### config.mk
export PLATFORM = sky130hd
export DESIGN_NAME = fft_ctrl
export DESIGN_NICKNAME = d
export VERILOG_FILES = /design/src/rtl/fft_pkg.sv /design/src/rtl/fft_addr_gen.sv /design/src/rtl/fft_ctrl.sv
export SDC_FILE = /design/constraint.sdc
export NUM_CORES = 1
export LEC_CHECK = 0
export ABC_CLOCK_PERIOD_IN_PS = 6750
export CAP_MARGIN = 20
export CORE_MARGIN = 8
export CORE_UTILIZATION = 57
export DETAILED_ROUTE_END_ITERATION = 7
export GPL_ROUTABILITY_DRIVEN = 0
export PLACE_DENSITY = 0.91
export SLEW_MARGIN = 20
export SYNTH_ARGS = -nofsm -noshare
export SYNTH_HDL_FRONTEND = slang
export SYNTH_SLANG_ARGS = --single-unit
### constraint.sdc
create_clock -name clk -period 6.75 [get_ports clk]
set_input_delay 0.675 -clock clk [delete_from_list [all_inputs] [get_ports clk]]
set_output_delay 0.675 -clock clk [all_outputs]
set_load 0.01 [all_outputs]
### src/rtl/fft_pkg.sv
// Shared constants for the in-place radix-2 FFT: transform size, address/stage widths
// and the sequencer state encoding.
package fft_pkg;
  localparam int LOG2_NFFT = 5;
  localparam int NFFT      = 1 << LOG2_NFFT;
  localparam int ADDR_W    = LOG2_NFFT;
  localparam int TW_W      = LOG2_NFFT - 1;
  localparam int K_W       = LOG2_NFFT - 1;
  localparam int STAGE_W   = (LOG2_NFFT > 1) ? $clog2(LOG2_NFFT) : 1;

  typedef logic [1:0] state_t;
  localparam state_t ST_IDLE  = 2'd0;
  localparam state_t ST_RUN   = 2'd1;
  localparam state_t ST_DRAIN = 2'd2;
  localparam state_t ST_DONE  = 2'd3;
endpackage

### src/rtl/fft_addr_gen.sv
// Combinational butterfly address generator: (stage, k) -> operand pair and twiddle index.
module fft_addr_gen
  import fft_pkg::*;
(
  input  logic [STAGE_W-1:0] i_stage,
  input  logic [K_W-1:0]     i_k,
  output logic [ADDR_W-1:0]  o_addr1,
  output logic [ADDR_W-1:0]  o_addr2,
  output logic [TW_W-1:0]    o_tw_addr
);
  logic [ADDR_W-1:0] w_k;
  logic [ADDR_W-1:0] w_span;
  logic [ADDR_W-1:0] w_pos;
  logic [ADDR_W-1:0] w_grp;

  always_comb begin
    w_k       = {1'b0, i_k};
    w_span    = ADDR_W'(1) << i_stage;
    w_pos     = w_k & (w_span - ADDR_W'(1));
    w_grp     = w_k >> i_stage;
    // 32-bit shift amounts so stage+1 cannot wrap in a narrow stage field
    o_addr1   = (w_grp << (32'(i_stage) + 32'd1)) | w_pos;
    o_addr2   = o_addr1 | w_span;
    o_tw_addr = TW_W'(w_pos << (32'(ADDR_W - 1) - 32'(i_stage)));
  end
endmodule

### src/rtl/fft_ctrl.sv
// FFT stage/butterfly sequencer: issues one butterfly read per cycle, drains the
// datapath between stages and replays read addresses as write-back addresses.
module fft_ctrl
  import fft_pkg::*;
#(
  parameter int PIPE_LAT = 1
) (
  input  logic               clk,
  input  logic               rst,
  input  logic               start_i,
  output logic               busy_o,
  output logic               done_o,
  output logic [STAGE_W-1:0] stage_o,
  output logic               rd_en_o,
  output logic [ADDR_W-1:0]  rd_addr1_o,
  output logic [ADDR_W-1:0]  rd_addr2_o,
  output logic [TW_W-1:0]    tw_addr_o,
  output logic               wr_en_o,
  output logic [ADDR_W-1:0]  wr_addr1_o,
  output logic [ADDR_W-1:0]  wr_addr2_o
);
  // state  | meaning
  // IDLE   | waiting for start_i
  // RUN    | one butterfly read per cycle, k = 0..NFFT/2-1
  // DRAIN  | PIPE_LAT idle cycles so the stage's writes land before the next reads
  // DONE   | one-cycle done_o pulse
  localparam int DCNT_W = 2;
  localparam logic [K_W-1:0]     K_LAST     = K_W'(NFFT / 2 - 1);
  localparam logic [STAGE_W-1:0] STAGE_LAST = STAGE_W'(LOG2_NFFT - 1);

  state_t              r_state;
  logic [STAGE_W-1:0]  r_stage;
  logic [K_W-1:0]      r_k;
  logic [DCNT_W-1:0]   r_dcnt;

  state_t              w_state_nx;
  logic [STAGE_W-1:0]  w_stage_nx;
  logic [K_W-1:0]      w_k_nx;
  logic [DCNT_W-1:0]   w_dcnt_nx;
  logic [ADDR_W-1:0]   w_addr1;
  logic [ADDR_W-1:0]   w_addr2;
  logic [TW_W-1:0]     w_tw;

  logic [PIPE_LAT-1:0] r_pipe_en;
  logic [ADDR_W-1:0]   r_pipe_a1 [PIPE_LAT];
  logic [ADDR_W-1:0]   r_pipe_a2 [PIPE_LAT];

  always_comb begin
    w_state_nx = r_state;
    w_stage_nx = r_stage;
    w_k_nx     = r_k;
    w_dcnt_nx  = r_dcnt;
    case (r_state)
      ST_IDLE: begin
        if (start_i) begin
          w_state_nx = ST_RUN;
          w_stage_nx = '0;
          w_k_nx     = '0;
        end
      end
      ST_RUN: begin
        if (r_k == K_LAST) begin
          w_state_nx = ST_DRAIN;
          w_dcnt_nx  = DCNT_W'(PIPE_LAT - 1);
        end else begin
          w_k_nx = r_k + K_W'(1);
        end
      end
      ST_DRAIN: begin
        if (r_dcnt == '0) begin
          if (r_stage == STAGE_LAST) begin
            w_state_nx = ST_DONE;
          end else begin
            w_state_nx = ST_RUN;
            w_stage_nx = r_stage + STAGE_W'(1);
            w_k_nx     = '0;
          end
        end else begin
          w_dcnt_nx = r_dcnt - DCNT_W'(1);
        end
      end
      default: w_state_nx = ST_IDLE;
    endcase
  end

  // Addresses are generated from next-state counters so they register alongside rd_en_o
  fft_addr_gen u_addr_gen (
    .i_stage   (w_stage_nx),
    .i_k       (w_k_nx),
    .o_addr1   (w_addr1),
    .o_addr2   (w_addr2),
    .o_tw_addr (w_tw)
  );

  always_ff @(posedge clk or posedge rst) begin
    if (rst) begin
      r_state    <= ST_IDLE;
      r_stage    <= '0;
      r_k        <= '0;
      r_dcnt     <= '0;
      busy_o     <= 1'b0;
      done_o     <= 1'b0;
      stage_o    <= '0;
      rd_en_o    <= 1'b0;
      rd_addr1_o <= '0;
      rd_addr2_o <= '0;
      tw_addr_o  <= '0;
    end else begin
      r_state    <= w_state_nx;
      r_stage    <= w_stage_nx;
      r_k        <= w_k_nx;
      r_dcnt     <= w_dcnt_nx;
      busy_o     <= (w_state_nx == ST_RUN) || (w_state_nx == ST_DRAIN);
      done_o     <= (w_state_nx == ST_DONE);
      stage_o    <= w_stage_nx;
      rd_en_o    <= (w_state_nx == ST_RUN);
      rd_addr1_o <= w_addr1;
      rd_addr2_o <= w_addr2;
      tw_addr_o  <= w_tw;
    end
  end

  always_ff @(posedge clk or posedge rst) begin
    if (rst) begin
      r_pipe_en <= '0;
      for (int i = 0; i < PIPE_LAT; i++) begin
        r_pipe_a1[i] <= '0;
        r_pipe_a2[i] <= '0;
      end
    end else begin
      for (int i = PIPE_LAT - 1; i > 0; i--) begin
        r_pipe_en[i] <= r_pipe_en[i-1];
        r_pipe_a1[i] <= r_pipe_a1[i-1];
        r_pipe_a2[i] <= r_pipe_a2[i-1];
      end
      r_pipe_en[0] <= rd_en_o;
      r_pipe_a1[0] <= rd_addr1_o;
      r_pipe_a2[0] <= rd_addr2_o;
    end
  end

  assign wr_en_o    = r_pipe_en[PIPE_LAT-1];
  assign wr_addr1_o = r_pipe_a1[PIPE_LAT-1];
  assign wr_addr2_o = r_pipe_a2[PIPE_LAT-1];
endmodule

; Yosys cells after proc, flatten, opt, wreduce, memory -nomap -nowiden
; Cells that the tools add are included.
[word_totals]
reg_bits = 39
inputBits = 3
[op_classes]
add_sub_neg = 6
n_eq_ne = 9
shift = 4
mux = 17
bitwise_logic = 3
reduce_logical = 5
[op_table]
columns = op, count
row1 = 5-bit by 32-bit << shifter with 4-bit output, 1
row2 = 5-bit by 32-bit << shifter with 5-bit output, 1
row3 = 4-bit two-way mux, 4
row4 = 2-bit two-way mux, 6
row5 = 4-bit case mux with 3 select lines, 1
row6 = 5-bit bitwise OR, 2
row7 = 3-bit two-way mux, 3
row8 = "2-bit equality test, second input constant", 3
row9 = 2-bit case mux with 3 select lines, 1
row10 = 3-bit case mux with 2 select lines, 1
row11 = 4-bit by 5-bit bitwise AND with 5-bit output, 1
row12 = "1-bit by 3-bit << shifter with 5-bit output, first input constant", 1
row13 = 4-bit by 3-bit >> shifter with 5-bit output, 1
row14 = "5-bit by 1-bit subtractor with 5-bit output, second input constant", 1
row15 = "3-bit by 1-bit adder with 4-bit output, second input constant", 1
row16 = "4-bit by 1-bit adder with 4-bit output, second input constant", 1
row17 = "2-bit by 1-bit equality test with 1-bit output, second input constant", 2
row18 = "4-bit equality test, second input constant", 1
row19 = 2-bit zero test, 2
row20 = "2-bit inequality test, second input constant", 2
row21 = 2-bit case mux with 2 select lines, 1
row22 = "3-bit by 3-bit subtractor with 4-bit output, first input constant", 1
row23 = "3-bit by 1-bit adder with 3-bit output, second input constant", 1
row24 = "3-bit equality test, second input constant", 1
row25 = other kinds (4), 4

; Depth between registers and ports, before layout
[logic_depth]
word_depth = 9
ltp_mapped = 15
ltp_nobuf = 14

; Cells and area by module
; From an unflattened synthesis, not the netlist that was laid out.
[unflattened]
hier_cells = 182
hier_area_um2 = 2004.4
[modules_own_cells]
columns = module, n_inst, cells_per_inst, area_per_inst_um2, seq_area_each_um2
row1 = fft_ctrl, 1, 105, 1441.4, 975.9
row2 = fft_addr_gen, 1, 77, 563.0, 0.0

; Least setup slack after synthesis
; OpenSTA, ideal clock, no wires.
[synth_path]
path_type = register -> register
start = register r_stage[1]
end = register tw_addr_o[3]
t_arrival_ps = 2731
t_required_ps = 6616
setup_slack_ps = 3885
path_stages_with_launch = 12
n_path_buf = 0
cell_sequence = dfrtp_1 -> inv_1 -> ha_1 -> and4b_1 -> a221oi_4 -> inv_4 -> ha_1 -> o221a_2 -> o21a_1 -> or2_2 -> a21oi_1 -> o31ai_1
[synth_via]
elab_chain_len = 8
elab_cells_between_ends = 14
classes_between = add/sub (3) / eq/ne (1) / shift (2) / mux (7) / bitwise (1)
[synth_lines]
columns = element, line_no
row1 = from (decl), fft_ctrl.sv:32  ; logic [STAGE_W-1:0] r_stage;
row2 = from (signal assigned), fft_ctrl.sv:110  ; r_stage <= w_stage_nx;
row3 = 3-bit by 1-bit adder with 3-bit output / 3-bit equality test (equally long branches), "fft_ctrl.sv:75, fft_ctrl.sv:71"
row4 = 3-bit two-way mux, fft_ctrl.sv:71  ; if (r_stage == STAGE_LAST) begin
row5 = 3-bit two-way mux, fft_ctrl.sv:70  ; if (r_dcnt == '0) begin
row6 = 3-bit case mux with 2 select lines *, fft_ctrl.sv:53  ; case (r_state)
row7 = via u_addr_gen.i_stage[1], fft_addr_gen.sv:5  ; input logic [STAGE_W-1:0] i_stage,
row8 = 1-bit by 3-bit << shifter with 5-bit output, fft_addr_gen.sv:18  ; w_span = ADDR_W'(1) << i_stage;
row9 = 5-bit by 1-bit subtractor with 5-bit output, fft_addr_gen.sv:19  ; w_pos = w_k & (w_span - ADDR_W'(1));
row10 = 4-bit by 5-bit bitwise AND with 5-bit output, fft_addr_gen.sv:19
row11 = 5-bit by 32-bit << shifter with 4-bit output *, fft_addr_gen.sv:24  ; o_tw_addr = TW_W'(w_pos << (32'(ADDR_W - 1) - 32'(i_stage)));
row12 = via u_addr_gen.o_tw_addr[3], fft_addr_gen.sv:9  ; output logic [TW_W-1:0] o_tw_addr
row13 = to (signal assigned), fft_ctrl.sv:119  ; tw_addr_o <= w_tw;
row14 = to (decl), fft_ctrl.sv:17  ; output logic [TW_W-1:0] tw_addr_o,
; Mark *: on every way through the listed nets, which the timed path passes. The rest lies on a longest branch.
; A chain may end at the register's enable or synchronous reset.

; Worst setup path after layout
[layout_path]
start = register r_state[1]
end = register tw_addr_o[3]
[layout_via]
elab_chain_len = 6
elab_cells_between_ends = 10
classes_between = add/sub (2) / eq/ne (2) / shift (2) / mux (2) / bitwise (1) / reduce/logical (1)
[layout_lines]
columns = element, line_no
row1 = from (decl), fft_ctrl.sv:31  ; state_t r_state;
row2 = from (signal assigned), fft_ctrl.sv:109  ; r_state <= w_state_nx;
row3 = 2-bit equality test / 2-bit zero test (equally long branches), fft_ctrl.sv:53
row4 = 3-bit case mux with 2 select lines, fft_ctrl.sv:53
row5 = 1-bit by 3-bit << shifter with 5-bit output, fft_addr_gen.sv:18
row6 = 5-bit by 1-bit subtractor with 5-bit output, fft_addr_gen.sv:19
row7 = 4-bit by 5-bit bitwise AND with 5-bit output, fft_addr_gen.sv:19
row8 = 5-bit by 32-bit << shifter with 4-bit output *, fft_addr_gen.sv:24
row9 = via u_addr_gen.o_tw_addr[3], fft_addr_gen.sv:9
; Marks and branches as above.

==> summary.md <==
| Metric | Value |
|---|---|
| Fin nets | `between 200 and 250` |
| Detailed router's first-iteration violation count | `172` |
| Wire length on met2 | `2040 um` |
| Final count of negative-setup-slack endpoints | `0` |
| First-pass GRT wire length | `~7400 um` |
| Share of synthesized area spent on multiplexers | `~1.6%` |
| Number of antenna violations at the first check in global routing | `0` |
| Synthesized area divided by synthesized cell count | `approximately 11 um2` |
| Slowest cell on the critical path | `dfrtp_1` |
| Mapped cell area | `about 2100 um2` |
| Top layer reached by signal wires | `met4` |
| Total of fill cells in the finished design | `261` |
| Clk pin slew, worst setup/hold paths | `0.12 ns` |
| Cell taking the most area after synthesis | `dfrtp_1` |
| Antenna Diode Count | `0` |
| Total clock buffers created by CTS | `5` |
| Area of combinational cells with multiple inputs | `around 980 um2` |
| Hold Crit Depth | `0` |
| Type of destination of the critical path | `flop` |
| Ratio of total power to cell area | `453 nW/um2` |
| Hold Vio Cnt, Final | `0` |
| Standard-cell rows | `22` |
| Skew-Pair Late Insertion Delay | `0.34 ns` |
| Type of element launching the critical path | `flop` |
| Kind of critical path | `reg2reg` |
| Area share of xor/xnor cells in the synthesized design | `under 10%` |
| Distinct cell type count of the synthesized netlist | `58` |
| Actual transition at the worst max-transition pin | `between 0.5 and 0.6 ns` |
| Sequential cell area | `976 um2` |
| Fraction of the cycle the final worst path needs | `around 50%` |
| Die outline area | `between 5000 and 6000 um2` |
| Count of flip-flops with a built-in enable after synthesis | `0` |
| Area growth from synthesis to final layout | `19.8%` |
| Status | `completed` |
| Pin count of the biggest net entering global routing | `40` |
| Post-CTS setup-driven buffer insertion count | `0` |
| Cell count after synthesis | `193` |
| Top fanout value on the critical path | `17` |
| WL final | `about 4300 um` |
| Global route total overflow | `0` |
| Crit path required time | `between 6 and 7 ns` |
| Arrival time at the worst endpoint | `approximately 3.6 ns` |
| Minimum clock period | `3.41 ns` |
| Worst max-slew margin expressed relative to the limit | `about three fifths` |
| Via count of the first global-routing pass | `1506` |
| TritonCTS clock tree | `yes` |
| Leading post-synthesis cells by cell area | `dfrtp_1 (47%), ha_1 (7.9%), inv_1 (2.7%)` |
| Buffer depth of the longest clock path | `2` |
| Fin Clk Skew | `between 0.01 and 0.015 ns` |
| Routed length on met3 | `397 um` |
| Yosys warns | `0` |
| Synth Area in Simple Gates | `between 10% and 20%` |
| Post-route DRC | `0` |
| Core Footprint | `between 3000 and 4000 um2` |
| Drt pass-1 iters | `4` |
| Post-synth ARST share | `100%` |
| DP HPWL | `approximately 3200 um` |
| Initial Util | `a little under 60%` |
| Critical path, cell by cell | `or3b_1 > mux2i_4 > or2_1 > clkinv_4 > ha_1 > ha_1 > inv_1 > o31ai_1 > o21a_1 > or2_2 > a21oi_1 > o31ai_1` |
| Fraction of final layout cells with drive strength greater than 1 | `between 10% and 20%` |
| RSZ-0062 raised after global routing | `false` |
| Clock tree sinks | `39` |
| Cell at the root of the clock tree | `clkbuf_4` |
| Met1 routed wirelength after detailed routing | `around 1800 um` |
| Cell depth of the worst flop-to-flop path | `12` |
| Synthesized-area fraction occupied by ao, oa, aoi and oai cells | `about a fifth` |
| Number of maximum-capacitance constraint violations | `0` |
| Gr usage total | `between 15 and 20%` |
| Most used DFF post-synth | `dfrtp_1` |
| Post-route ant nets | `0` |
| Maximum level of the CTS H-tree | `2` |
| Dominant combinational cell family by area after synthesis | `compound AO/OA/AOI/OAI gates` |
| Die Span X | `76.3 um` |
| Adder and majority cell fraction of the synthesized area | `between 7 and 8%` |
| Sequential cell area fraction in the yosys report | `roughly 47%` |
| CTS resizes | `0` |
| Worst hold-check path type | `reg2reg` |
| CTS Hold Buffers Added | `0` |
| Number of buffer cells added on primary ports | `33` |
| Net count of the mapped netlist | `~210` |
| Via Count | `between 1500 and 2000` |
| Fin. max-slew vios | `0` |
| Via density per instance | `between 5 and 6` |
| Highest clock frequency the design can meet | `293 MHz` |
| Fin Setup TNS | `0 ns` |
| Pleak | `0.00110 uW` |
| Floorplan die height | `between 70 and 80 um` |
| Area post-placement | `2420 um2` |
| Highest ir drop seen on vdd | `about 0.21 mV` |
| Max incr delay on CP | `~0.7 ns` |
| Final instance area | `about 2500 um2` |
| Yosys top cell area share | `between 40% and 50%` |
| Register bit total from synthesis | `39` |
| I/O pin cnt | `34` |
| Average wire per cell in the routed design | `around 15 um` |
[cell usage after synthesis, types with 3 or more instances]
library cell   n
dfrtp_1       39
inv_1         15
ha_1          13
nand2_1       13
a21oi_1       11
nor2_1        10
nor3_1         6
o21ai_0        6
or3_1          4
xnor2_1        4
a211oi_1       3
and4b_1        3
buf_6          3
nor2b_1        3
nor4_1         3
o21a_1         3
o22ai_1        3
or2_1          3
[where the power goes]
part           leakage, uW  total, uW  internal, uW  switching [uW]
Clock            0.0000272        115          39.8            75.3
Combinational     0.000586        634           289             345
Sequential        0.000485        375           318            57.0
[metal layers]
layer,track usage (%),vias up
li1,-,763
met1,18.7,769
met2,24.3,84
met3,4.83,12
met4,6.15,0
met5,0,-
[through the flow]
| stage | instances | utilization [%] | setup slack, ns | power [uW] | hold WS [ns] |
|---|---|---|---|---|---|
| floorplan | 193 | - | 3.88 | 783 | 0.416 |
| global placement | 270 | 67.8 | 3.27 | 983 | 0.356 |
| detailed placement | 270 | 67.8 | 3.16 | 999 | 0.361 |
| CTS | 278 | 69.4 | 3.41 | 1120 | 0.387 |
| global route | 278 | 69.4 | 3.14 | 1210 | 0.395 |
| finish | 278 | 69.4 | 3.34 | 1120 | 0.382 |
[path summary, 6_finish.rpt]
check,slack [ns],from,end
hold reg to reg,0.38,rd_addr2_o[3],wr_addr2_o[3]
setup reg to reg,3.34,r_state[1],tw_addr_o[3]
max in group asynchronous,5.68,rst,r_dcnt[1]
setup / recovery,3.34,r_state[1],tw_addr_o[3]
hold / removal,0.38,rd_addr2_o[3],wr_addr2_o[3]
min in group asynchronous,0.74,rst,wr_addr2_o[0]
[flip-flops by register name, summed over array words and instances, names as in the netlist]
name        cells
rd_addr2_o      5
rd_addr1_o      5
r_dcnt          2
r_state         2
wr_addr1_o      5
r_k             4
r_stage         3
done_o          1
wr_en_o         1
busy_o          1
wr_addr2_o      5
tw_addr_o       4
rd_en_o         1
[kinds of logic after synthesis]
family,count (synthesis)
buffers and inverters,22
multiplexers,2
AND/OR/NAND/NOR,63
XOR/XNOR,4
adder cells (fa/ha/maj),13
flip-flops,39
AO/OA/AOI/OAI,50
[area by class of cell]
type,instances,area share (%)
Clock buffer,5,1.51
Clock inverter,3,0.806
Tap cell,48,2.42
Inverter,17,2.87
Multi-Input combinational cell,132,39.5
Sequential cell,39,39.3
Timing Repair Buffer,34,13.6
[critical path: cells and delay by family (launching register included)]
kind | cells | cell delay (ns)
AND/OR/NAND/NOR | 3 | 1.19
flip-flops | 1 | 0.70
AO/OA/AOI/OAI | 4 | 0.51
adder cells (fa/ha/maj) | 2 | 0.46
buffers and inverters | 2 | 0.22
multiplexers | 1 | 0.21
[cells in the final DEF, fill, tap and decap left out, types with 2 or more instances in the layout]
cell,synthesis,layout
nor4_1,3,3
a211oi_1,3,3
o211ai_1,2,2
clkdlybuf4s50_1,0,33
nor2b_1,3,3
dfrtp_1,39,39
a221oi_4,2,2
nand2b_1,2,2
o31ai_1,2,2
nand2_1,13,13
xnor2_1,4,4
or3_1,4,4
nor3_1,6,6
ha_1,13,13
or2_1,3,3
and4b_1,3,3
o22ai_1,3,3
nor2_1,10,10
o21a_1,3,3
a21o_1,2,2
clkbuf_4,0,5
nand4_1,2,2
o21ba_2,2,2
clkinvlp_4,0,2
nand3_1,2,2
inv_1,15,15
a21oi_1,11,11
o21ai_0,6,6
Power figures use the tool's default switching activity.
==> RTL change: new RTL, same flow settings <==
Put a register stage on the outputs `wr_en_o`, `wr_addr1_o` and `wr_addr2_o`, cleared by the reset. The values now appear one clock later. The other outputs are not delayed to match.
--- a/src/rtl/fft_ctrl.sv
+++ b/src/rtl/fft_ctrl.sv
@@ -141,5 +141,13 @@
 
-  assign wr_en_o    = r_pipe_en[PIPE_LAT-1];
-  assign wr_addr1_o = r_pipe_a1[PIPE_LAT-1];
-  assign wr_addr2_o = r_pipe_a2[PIPE_LAT-1];
+  always_ff @(posedge clk or posedge rst) begin
+    if (rst) begin
+      wr_en_o    <= '0;
+      wr_addr1_o <= '0;
+      wr_addr2_o <= '0;
+    end else begin
+      wr_en_o    <= r_pipe_en[PIPE_LAT-1];
+      wr_addr1_o <= r_pipe_a1[PIPE_LAT-1];
+      wr_addr2_o <= r_pipe_a2[PIPE_LAT-1];
+    end
+  end
 endmodule
Formal check against the unedited RTL: not equivalent (Yosys sat finds a counterexample within 4 cycles, from zero or initial values and one cycle with rst high).
==> RTL change against the unedited design <==
Cell count grew 5.8%; die area up 13%; worst setup slack got worse by 0.51 ns; area after synthesis grew 16%; routed wire length rose by 34%; hold slack got worse by 0.034 ns; largest power group unchanged; highest routed layer unchanged; register-to-register slack got worse by 0.40 ns; total power increased by 14%; via count up 15%; sequential cell count increased by 11; final area rose by 17%; combinational power shrank 6.6%.
==> RTL change: results (changes against the unedited design) <==
[power_and_ir_drop]
clockPowerShare = 0.164  ; +0.062
ir_worst_vdd_mv = 0.228  ; +7.1%
combPwrFrac = 0.462  ; -0.102
intPower_mw = 0.784  ; +21%
pg_comb_mw = 0.592  ; -6.6%
leakage_nw = 1.28  ; +17%

[clock_tree]
clkLatencyLatePin_ns = 0.30  ; -0.04 ns
htree_levels = 2  ; unchanged
clkTransAtPathRegs_ns = 0.09  ; -0.03 ns
cts-root-buf = clkbuf_8

[status]
outcome = finished clean

[grt]
grt_max_degree = 51  ; +28%
grt_pass1_wl_um = 9230  ; +25%
grt_use_total = 0.183  ; +0.0300

[placed_design]
dp_cells = 285  ; +5.6%
dpl-instance-area_um2 = 2760  ; +14%
place_ws_ns = 2.66  ; -0.498 ns
place_hpwl_um = 4040  ; +27%

[yosys]
syn_inst = 208  ; +7.8%
ys_seq_area_frac = 0.521  ; +0.0498
synth.area.top_cells = dfrtp_1 (52%), ha_1 (6.8%), inv_1 (2.7%)
muxShareOfSynthArea = 0.0177  ; +0.00201
synth_compound_area_frac = 0.184  ; -0.00765
synth_adder_area_share = 0.0677  ; -0.0108
synth-xor-area-share = 0.0104  ; -0.00649
synth.distinct_cells = 64  ; +10%

[routing]
drt-initial-drc-count = 206  ; +20%
post_drt_wl_per_cell_um = 19.6  ; +27%
drtPass1Iterations = 5  ; +1
viasPerCell = 6.36  ; +8.6%

[setup_path]
worstPathArrival_ns = 4.10  ; +0.47 ns
slowest_stage = ha_1
path_max_fanout = 13  ; -4
critPathMaxStageDelay_ns = 0.62  ; -0.08 ns

[final_layout]
nFlopsAndLatches = 50  ; +28%
buffer_area_frac = 0.121  ; -0.0150
seq_share = 0.432  ; +0.0392
num-nonclk-inverters = 21  ; +4
clock_cell_area_share = 0.0389  ; +0.0157
final_nets = 259  ; +5.7%
regArea_um2 = 1250  ; +28%
fill_cells = 257  ; -1.5%
nMultiInputCombCells = 131  ; -0.76%

[floorplanning]
taps = 50  ; +4.2%

[sta]
clock_skew_ns = 0.00432  ; -0.00641 ns

-- RTL change: changes by cell type after synthesis, moves of 4 or more --
cell / unedited run / this run
a21oi_1: 11 / 7
dfrtp_1: 39 / 50
nand2_1: 13 / 6
nand3_1: 2 / 8
nor2_1: 10 / 16
or3_1: 4 / 0
-- RTL change: metal layers --
metal | share of wire | track usage | vias up
met5 | 0 | 0 | -
met4 | 0.047 | 0.113 | 0
met3 | 0.084 | 0.0419 | 34
met2 | 0.50 | 0.314 | 112
met1 | 0.37 | 0.202 | 904
li1 | - | - | 820
-- RTL change: final timing paths --
path | startpoint | end | slack [ns] | cells after the start
max reg2reg | r_state[1] | tw_addr_o[2] | 2.94 | 11
min | r_pipe_a2[0] | wr_addr2_o[0] | 0.35 | 0
min reg2reg | r_pipe_a2[0] | wr_addr2_o[0] | 0.35 | 0
min in group asynchronous | rst | done_o | 0.68 | 2
max | start_i | rd_addr1_o[2] | 2.83 | 11
max in group asynchronous | rst | wr_addr2_o[1] | 5.58 | 3
